### src/rtl/vfxp_pkg.sv
// Shared encodings and per-element rounding helpers for the vector fixed-point writeback path.
package vfxp_pkg;

  typedef enum logic [1:0] {
    VXRM_RNU = 2'd0,
    VXRM_RNE = 2'd1,
    VXRM_RDN = 2'd2,
    VXRM_ROD = 2'd3
  } vxrm_e;

  typedef enum logic [1:0] {
    SEW_8  = 2'd0,
    SEW_16 = 2'd1,
    SEW_32 = 2'd2,
    SEW_64 = 2'd3
  } sew_e;

  // Rounding increment for one element from its shifted-out bit (vd) and result LSB (vd1).
  function automatic logic round_inc(input logic [1:0] vxrm, input logic vd, input logic vd1);
    logic inc;
    case (vxrm)
      VXRM_RNU: inc = vd;
      VXRM_RNE: inc = vd & vd1;
      VXRM_RDN: inc = 1'b0;
      default:  inc = vd & ~vd1;
    endcase
    return inc;
  endfunction

  // True when byte_idx is the lowest byte of an element of the given width.
  function automatic logic is_elem_base(input int byte_idx, input logic [1:0] sew);
    logic base;
    case (sew)
      SEW_8:   base = 1'b1;
      SEW_16:  base = (byte_idx % 2) == 0;
      SEW_32:  base = (byte_idx % 4) == 0;
      default: base = (byte_idx % 8) == 0;
    endcase
    return base;
  endfunction

endpackage

### src/rtl/vfxp_rounder.sv
// Combinational per-element rounding increment; carries ripple byte to byte but are
// restarted at every element base, so nothing crosses an element boundary.
module vfxp_rounder
  import vfxp_pkg::*;
#(
  parameter int DATA_WIDTH    = 64,
  parameter int BE_WIDTH      = DATA_WIDTH / 8,
  parameter int ENABLE_64_BIT = 0
) (
  input  logic [DATA_WIDTH-1:0] i_data,
  input  logic [BE_WIDTH-1:0]   i_vd,
  input  logic [BE_WIDTH-1:0]   i_vd1,
  input  logic [1:0]            i_sew,
  input  logic [1:0]            i_vxrm,
  output logic [DATA_WIDTH-1:0] o_data
);

  logic w_en_round;
  logic w_carry;

  assign w_en_round = (i_sew != SEW_64) || (ENABLE_64_BIT != 0);

  always_comb begin
    o_data  = i_data;
    w_carry = 1'b0;
    for (int b = 0; b < BE_WIDTH; b++) begin
      // At an element base the incoming carry is replaced by that element's increment.
      if (is_elem_base(b, i_sew)) begin
        w_carry = round_inc(i_vxrm, i_vd[b], i_vd1[b]) & w_en_round;
      end
      {w_carry, o_data[8*b +: 8]} = {1'b0, i_data[8*b +: 8]} + {8'd0, w_carry};
    end
  end

endmodule

### src/rtl/vadd_fxp_wb.sv
// Writeback stage after the vector add pipeline: registered rounding stage feeding a
// show-ahead FIFO that drains to the register-file write port.
module vadd_fxp_wb
  import vfxp_pkg::*;
#(
  parameter int DATA_WIDTH    = 64,
  parameter int BE_WIDTH      = DATA_WIDTH / 8,
  parameter int ADDR_WIDTH    = 32,
  parameter int DEPTH         = 8,
  parameter int AFULL_SLACK   = 6,
  parameter int ENABLE_64_BIT = 0
) (
  input  logic                  clk,
  input  logic                  rst,
  input  logic                  in_valid,
  input  logic [DATA_WIDTH-1:0] in_vec,
  input  logic [ADDR_WIDTH-1:0] in_addr,
  input  logic [BE_WIDTH-1:0]   in_be,
  input  logic                  in_mask,
  input  logic                  in_fxp,
  input  logic [BE_WIDTH-1:0]   in_vd,
  input  logic [BE_WIDTH-1:0]   in_vd1,
  input  logic [1:0]            in_sew,
  input  logic [1:0]            vxrm,
  output logic                  wb_valid,
  input  logic                  wb_ready,
  output logic [DATA_WIDTH-1:0] wb_data,
  output logic [ADDR_WIDTH-1:0] wb_addr,
  output logic [BE_WIDTH-1:0]   wb_be,
  output logic                  wb_mask,
  output logic                  afull,
  output logic                  err_overflow
);

  localparam int PTR_W = $clog2(DEPTH);
  localparam int CNT_W = PTR_W + 1;
  localparam int AFULL_LVL = (AFULL_SLACK >= DEPTH) ? 0 : (DEPTH - AFULL_SLACK);
  localparam logic [CNT_W-1:0] FULL_CNT = CNT_W'(DEPTH);
  localparam logic [CNT_W-1:0] AFULL_TH = CNT_W'(AFULL_LVL);

  // Round stage
  logic [DATA_WIDTH-1:0] w_rounded;
  logic                  r_rs_valid;
  logic [DATA_WIDTH-1:0] r_rs_data;
  logic [ADDR_WIDTH-1:0] r_rs_addr;
  logic [BE_WIDTH-1:0]   r_rs_be;
  logic                  r_rs_mask;

  vfxp_rounder #(
    .DATA_WIDTH   (DATA_WIDTH),
    .BE_WIDTH     (BE_WIDTH),
    .ENABLE_64_BIT(ENABLE_64_BIT)
  ) u_rounder (
    .i_data(in_vec),
    .i_vd  (in_vd),
    .i_vd1 (in_vd1),
    .i_sew (in_sew),
    .i_vxrm(vxrm),
    .o_data(w_rounded)
  );

  always_ff @(posedge clk) begin
    if (rst) begin
      r_rs_valid <= 1'b0;
      r_rs_data  <= '0;
      r_rs_addr  <= '0;
      r_rs_be    <= '0;
      r_rs_mask  <= 1'b0;
    end else begin
      r_rs_valid <= in_valid;
      r_rs_data  <= in_fxp ? w_rounded : in_vec;
      r_rs_addr  <= in_addr;
      r_rs_be    <= in_be;
      r_rs_mask  <= in_mask;
    end
  end

  // FIFO storage and control
  logic [DATA_WIDTH-1:0] r_mem_data [DEPTH];
  logic [ADDR_WIDTH-1:0] r_mem_addr [DEPTH];
  logic [BE_WIDTH-1:0]   r_mem_be   [DEPTH];
  logic                  r_mem_mask [DEPTH];
  logic [PTR_W-1:0]      r_wptr;
  logic [PTR_W-1:0]      r_rptr;
  logic [CNT_W-1:0]      r_count;
  logic                  r_err;
  logic                  w_full;
  logic                  w_pop;
  logic                  w_push_ok;
  logic                  w_overflow;

  // Write-port handshake: a beat transfers on any rising edge where wb_valid and wb_ready
  // are both high; wb_valid never drops and the head fields never change while waiting.
  assign wb_valid   = (r_count != '0);
  assign w_pop      = wb_valid & wb_ready;
  assign w_full     = (r_count == FULL_CNT);
  assign w_push_ok  = r_rs_valid & (~w_full | w_pop);
  assign w_overflow = r_rs_valid & w_full & ~w_pop;

  always_ff @(posedge clk) begin
    if (!rst && w_push_ok) begin
      r_mem_data[r_wptr] <= r_rs_data;
      r_mem_addr[r_wptr] <= r_rs_addr;
      r_mem_be[r_wptr]   <= r_rs_be;
      r_mem_mask[r_wptr] <= r_rs_mask;
    end
  end

  always_ff @(posedge clk) begin
    if (rst) begin
      r_wptr  <= '0;
      r_rptr  <= '0;
      r_count <= '0;
      r_err   <= 1'b0;
    end else begin
      if (w_push_ok) r_wptr <= r_wptr + PTR_W'(1);
      if (w_pop)     r_rptr <= r_rptr + PTR_W'(1);
      case ({w_push_ok, w_pop})
        2'b10:   r_count <= r_count + CNT_W'(1);
        2'b01:   r_count <= r_count - CNT_W'(1);
        default: r_count <= r_count;
      endcase
      if (w_overflow) r_err <= 1'b1;
    end
  end

  // Head fields are forced to zero when empty so stale storage never shows on the port.
  assign wb_data      = wb_valid ? r_mem_data[r_rptr] : '0;
  assign wb_addr      = wb_valid ? r_mem_addr[r_rptr] : '0;
  assign wb_be        = wb_valid ? r_mem_be[r_rptr]   : '0;
  assign wb_mask      = wb_valid ? r_mem_mask[r_rptr] : 1'b0;
  assign afull        = (r_count >= AFULL_TH);
  assign err_overflow = r_err;

endmodule

### config.mk
export PLATFORM = sky130hd
export DESIGN_NAME = vadd_fxp_wb
export DESIGN_NICKNAME = d
export VERILOG_FILES = /design/src/rtl/vfxp_pkg.sv /design/src/rtl/vfxp_rounder.sv /design/src/rtl/vadd_fxp_wb.sv
export SDC_FILE = /design/constraint.sdc
export NUM_CORES = 1
export LEC_CHECK = 0
export CAP_MARGIN = 40
export CORE_ASPECT_RATIO = 0.5
export CORE_MARGIN = 2
export CORE_UTILIZATION = 50
export DETAILED_ROUTE_END_ITERATION = 10
export HOLD_SLACK_MARGIN = 0.06
export PLACE_DENSITY = 0.69
export SYNTH_ARGS = -nofsm -noshare
export SYNTH_HDL_FRONTEND = slang
export SYNTH_SLANG_ARGS = --single-unit
### constraint.sdc
create_clock -name clk -period 22.7 [get_ports clk]
set_clock_uncertainty 0.15 [all_clocks]
set_input_delay 6.81 -clock clk [delete_from_list [all_inputs] [get_ports clk]]
set_output_delay 6.81 -clock clk [all_outputs]
set_load 0.02 [all_outputs]
==> flow_summary_export.csv <==
group,metric,value,unit
clock_tree,cts_buffers,83,
global_routing,grt_max_degree,51,
sta,slew_headroom,39.0,%
detailed_routing,drt_wl_total,75500,um
pwr,ir_drop,0.0884,mV
clock_tree,clk_latency,0.62,ns
sta,hold_viol_final,0,
critical_path,path_buf_inv,1,
synth,async_reset_ff_share,0,%
pwr,leakagePower,13.6,nW
clock_tree,cts.repair.resized,0,
clock_tree,cts_sinks,960,
min_path,hp-class,"reg2reg",
detailed_routing,routed_via_density,5.56,
detailed_routing,drcViolationCount,0,
detailed_routing,wl_met2,38300,um
sta,min_period_over_period,62.5,%
clock_tree,postCtsSetupBuffers,0,
min_path,min_path_cells,2,
floorplan,fp.dieArea,75400,sq um
synth,syn_area,36600,sq um
sta,fin_crit,14.18,ns
cells_and_area,regArea,27600,sq um
clock_tree,cts_hold_buffers,0,
critical_path,cp.required,23.11,ns
critical_path,cpLargestDelayFamily,"adder cells",
sta,fmax,70.5,MHz
placed_design,gp_congestion,0.769,
clock_tree,cts_max_path_buffers,3,
clock_tree,htree_num_levels,3,
floorplan,io_pins,238,
sta,worst_slack,8.52,ns
cells_and_area,layout_commonest_cell,"edfxtp_1",
cells_and_area,area_growth,18.3,%
critical_path,r2r-end,"r_count[3]$_SDFFE_PP0P_",
job,cap_violations,0,
min_path,worstHoldEndpoint,"r_count[3]$_SDFFE_PP0P_",
critical_path,max_stage_delay,0.63,ns
pwr,total_power,4.60,mW
cells_and_area,drive_above_1_share,18.3,%
sta,fin_hold_ws,0.352,ns
floorplan,row_count,70,
critical_path,crit-reg2reg-launch,"r_count[1]$_SDFFE_PP0P_",
sta,setup_violations,0,
detailed_routing,ant_nets,0,
synth,synthCells,1836,
sta,setup_tns,0,ns
floorplan,chipWidth,386,um
floorplan,die_h,195,um
critical_path,crit_top_cell,"ha_1",
detailed_routing,vias,17600,
global_routing,overflow,0,
sta,worstMarginPinSlew,0.911,ns
critical_path,r2r_cells,11,
pwr,power_density,106,nW/um^2
critical_path,critPathSlowestCell,"clkdlybuf4s50_1",
run_status,outcome,"completed",
synth,ys_warn_count,0,
synth,synth-edff-count,840,
synth,seq_area_frac_synth,75.5,%
global_routing,antenna_found_initial,7,
critical_path,worstPathArrival,14.59,ns
critical_path,start_kind,"input port",
global_routing,grt_pass1_wl,113000,um
placed_design,io_buffers,237,
synth,synth_seq_cells,960,
detailed_routing,dr.max_layer_used,"met4",
global_routing,track_usage,20.2,%
cells_and_area,fillCellCount,5224,
critical_path,rrSetupSlack,19.03,ns
floorplan,start_util,50.3,%
cells_and_area,layout_common_cells,"edfxtp_1, clkdlybuf4s50_1, mux4_2",
critical_path,path_class,"in2reg",
min_path,min_from,"r_count[3]$_SDFFE_PP0P_",
critical_path,crit_path_end_kind,"register",
detailed_routing,drtIter0Drc,1598,
global_routing,first_global_vias,18200,
clock_tree,cts-root-buf,"clkbuf_16",
detailed_routing,wl_met3,3060,um
synth,syn_avg_cell_area,19.9,sq um
floorplan,core,72700,sq um
sta,slew_viol_final,0,
critical_path,cp_max_fo,6,
detailed_routing,drt-met1-wl,32100,um
placed_design,pre_cts_ws,7.98,ns
detailed_routing,wl_per_cell,23.9,um
synth,ys.flop_type,"edfxtp_1",
cells_and_area,layout.nets,2270,
synth,synth_fp_nets,1988,
clock_tree,cts_tree,"yes",
synth,synth_cell_types,39,
cells_and_area,multiInputGateArea,8520,sq um
sta,rsz0062_at_grt,"false",
clock_tree,clk_pin_slew,0.07,ns
placed_design,hpwl,43200,um
detailed_routing,drt_first_pass_iters,5,
## kinds of logic (layout without fill, tap and decap cells)
family	Yosys count	count (layout)	synth area share, %
xor gates and xnor gates	47	47	1.13
adders and majority gates	22	22	0.773
buffers and inverters	97	447	1.29
and+or+nand+nor	331	331	4.25
other	0	7	0
muxes	333	333	16.3
AOI/OAI and AO/OA	46	46	0.715
DFF	960	960	75.5
## how the worst max path moves through the flow
stage	start	end	slack, ns	depth (start not counted)
finish	in_sew[1]	r_rs_data[61]$_SDFF_PP0_	8.52	35
floorplan	rst	r_mem_addr[0][0]$_DFFE_PP_	7.44	3
CTS	in_sew[1]	r_rs_data[61]$_SDFF_PP0_	8.57	35
global placement	in_sew[1]	r_rs_data[63]$_SDFF_PP0_	8.06	33
detailed placement	in_sew[1]	r_rs_data[63]$_SDFF_PP0_	7.98	36
global route	in_sew[1]	r_rs_data[61]$_SDFF_PP0_	7.98	35
## final cells by class
type | instances | share of cell area (%)
clock inverter | 30 | 0.692
sequential | 960 | 63.9
timing repair buffer | 288 | 7.11
multi-input combinational | 779 | 19.7
inverter | 6 | 0.0521
tap | 972 | 2.81
antenna | 7 | 0.0405
clock buffer | 123 | 5.68
## synthesized netlist by cell type, drive strengths merged (2+ instances only)
master | instances | share of area [%]
xnor2 | 13 | 0.31
nand2 | 28 | 0.29
inv | 6 | 0.062
mux2i | 123 | 3.4
nor2b | 49 | 0.84
nor3 | 7 | 0.096
o31ai | 5 | 0.10
buf | 47 | 0.77
nor2 | 177 | 1.8
nand3 | 15 | 0.21
o21ai | 17 | 0.26
a21oi | 21 | 0.29
mux4 | 210 | 13
and3 | 8 | 0.14
ha | 21 | 0.72
clkbuf | 44 | 0.45
nand3b | 2 | 0.041
or3 | 17 | 0.31
xor2 | 34 | 0.81
nand4 | 24 | 0.41
edfxtp | 840 | 69
dfxtp | 120 | 6.6
## power breakdown
part	leakage (nW)	total, mW	switching [mW]	internal [mW]
Clock	1.34	1.43	0.607	0.818
Sequential	8.69	1.99	0.0417	1.95
Combinational	3.57	1.18	0.628	0.555
Total	13.6	4.60	1.28	3.32
## routing by layer
layer / vias up / GRT usage, %
met5: - / 0
met4: 0 / 6.55
met3: 113 / 3.08
met2: 388 / 34.3
met1: 9199 / 27.2
li1: 7901 / -
## state kept, by name (all words and copies together), names as in the netlist, named ones only
signal and cells:
err_overflow 1, r_count 4, r_mem_addr 256, r_mem_be 64, r_mem_data 512, r_mem_mask 8
r_rptr 3, r_rs_addr 32, r_rs_be 8, r_rs_data 64, r_rs_mask 1, r_rs_valid 1
r_wptr 3
## worst register-to-register path, cell delays in order (launching register included)
cell     delay [ns]
dfxtp_1        0.35
or3_4          0.40
nor2_4         0.26
buf_4          0.64
inv_2          0.10
and2_1         0.23
ha_1           0.25
ha_1           0.33
a21oi_1        0.18
a21oi_1        0.10
or4_1          0.47
a21oi_1        0.14
## metrics by stage
stage	std cells	instance area, sq um	utilization, %
floorplan	1836	36600	-
global placement	2987	40000	55.0
detailed placement	3005	40500	55.7
CTS	3158	43200	59.5
global route	3164	43200	59.5
finish	3165	43200	59.5
Power figures use the tool's default switching activity.
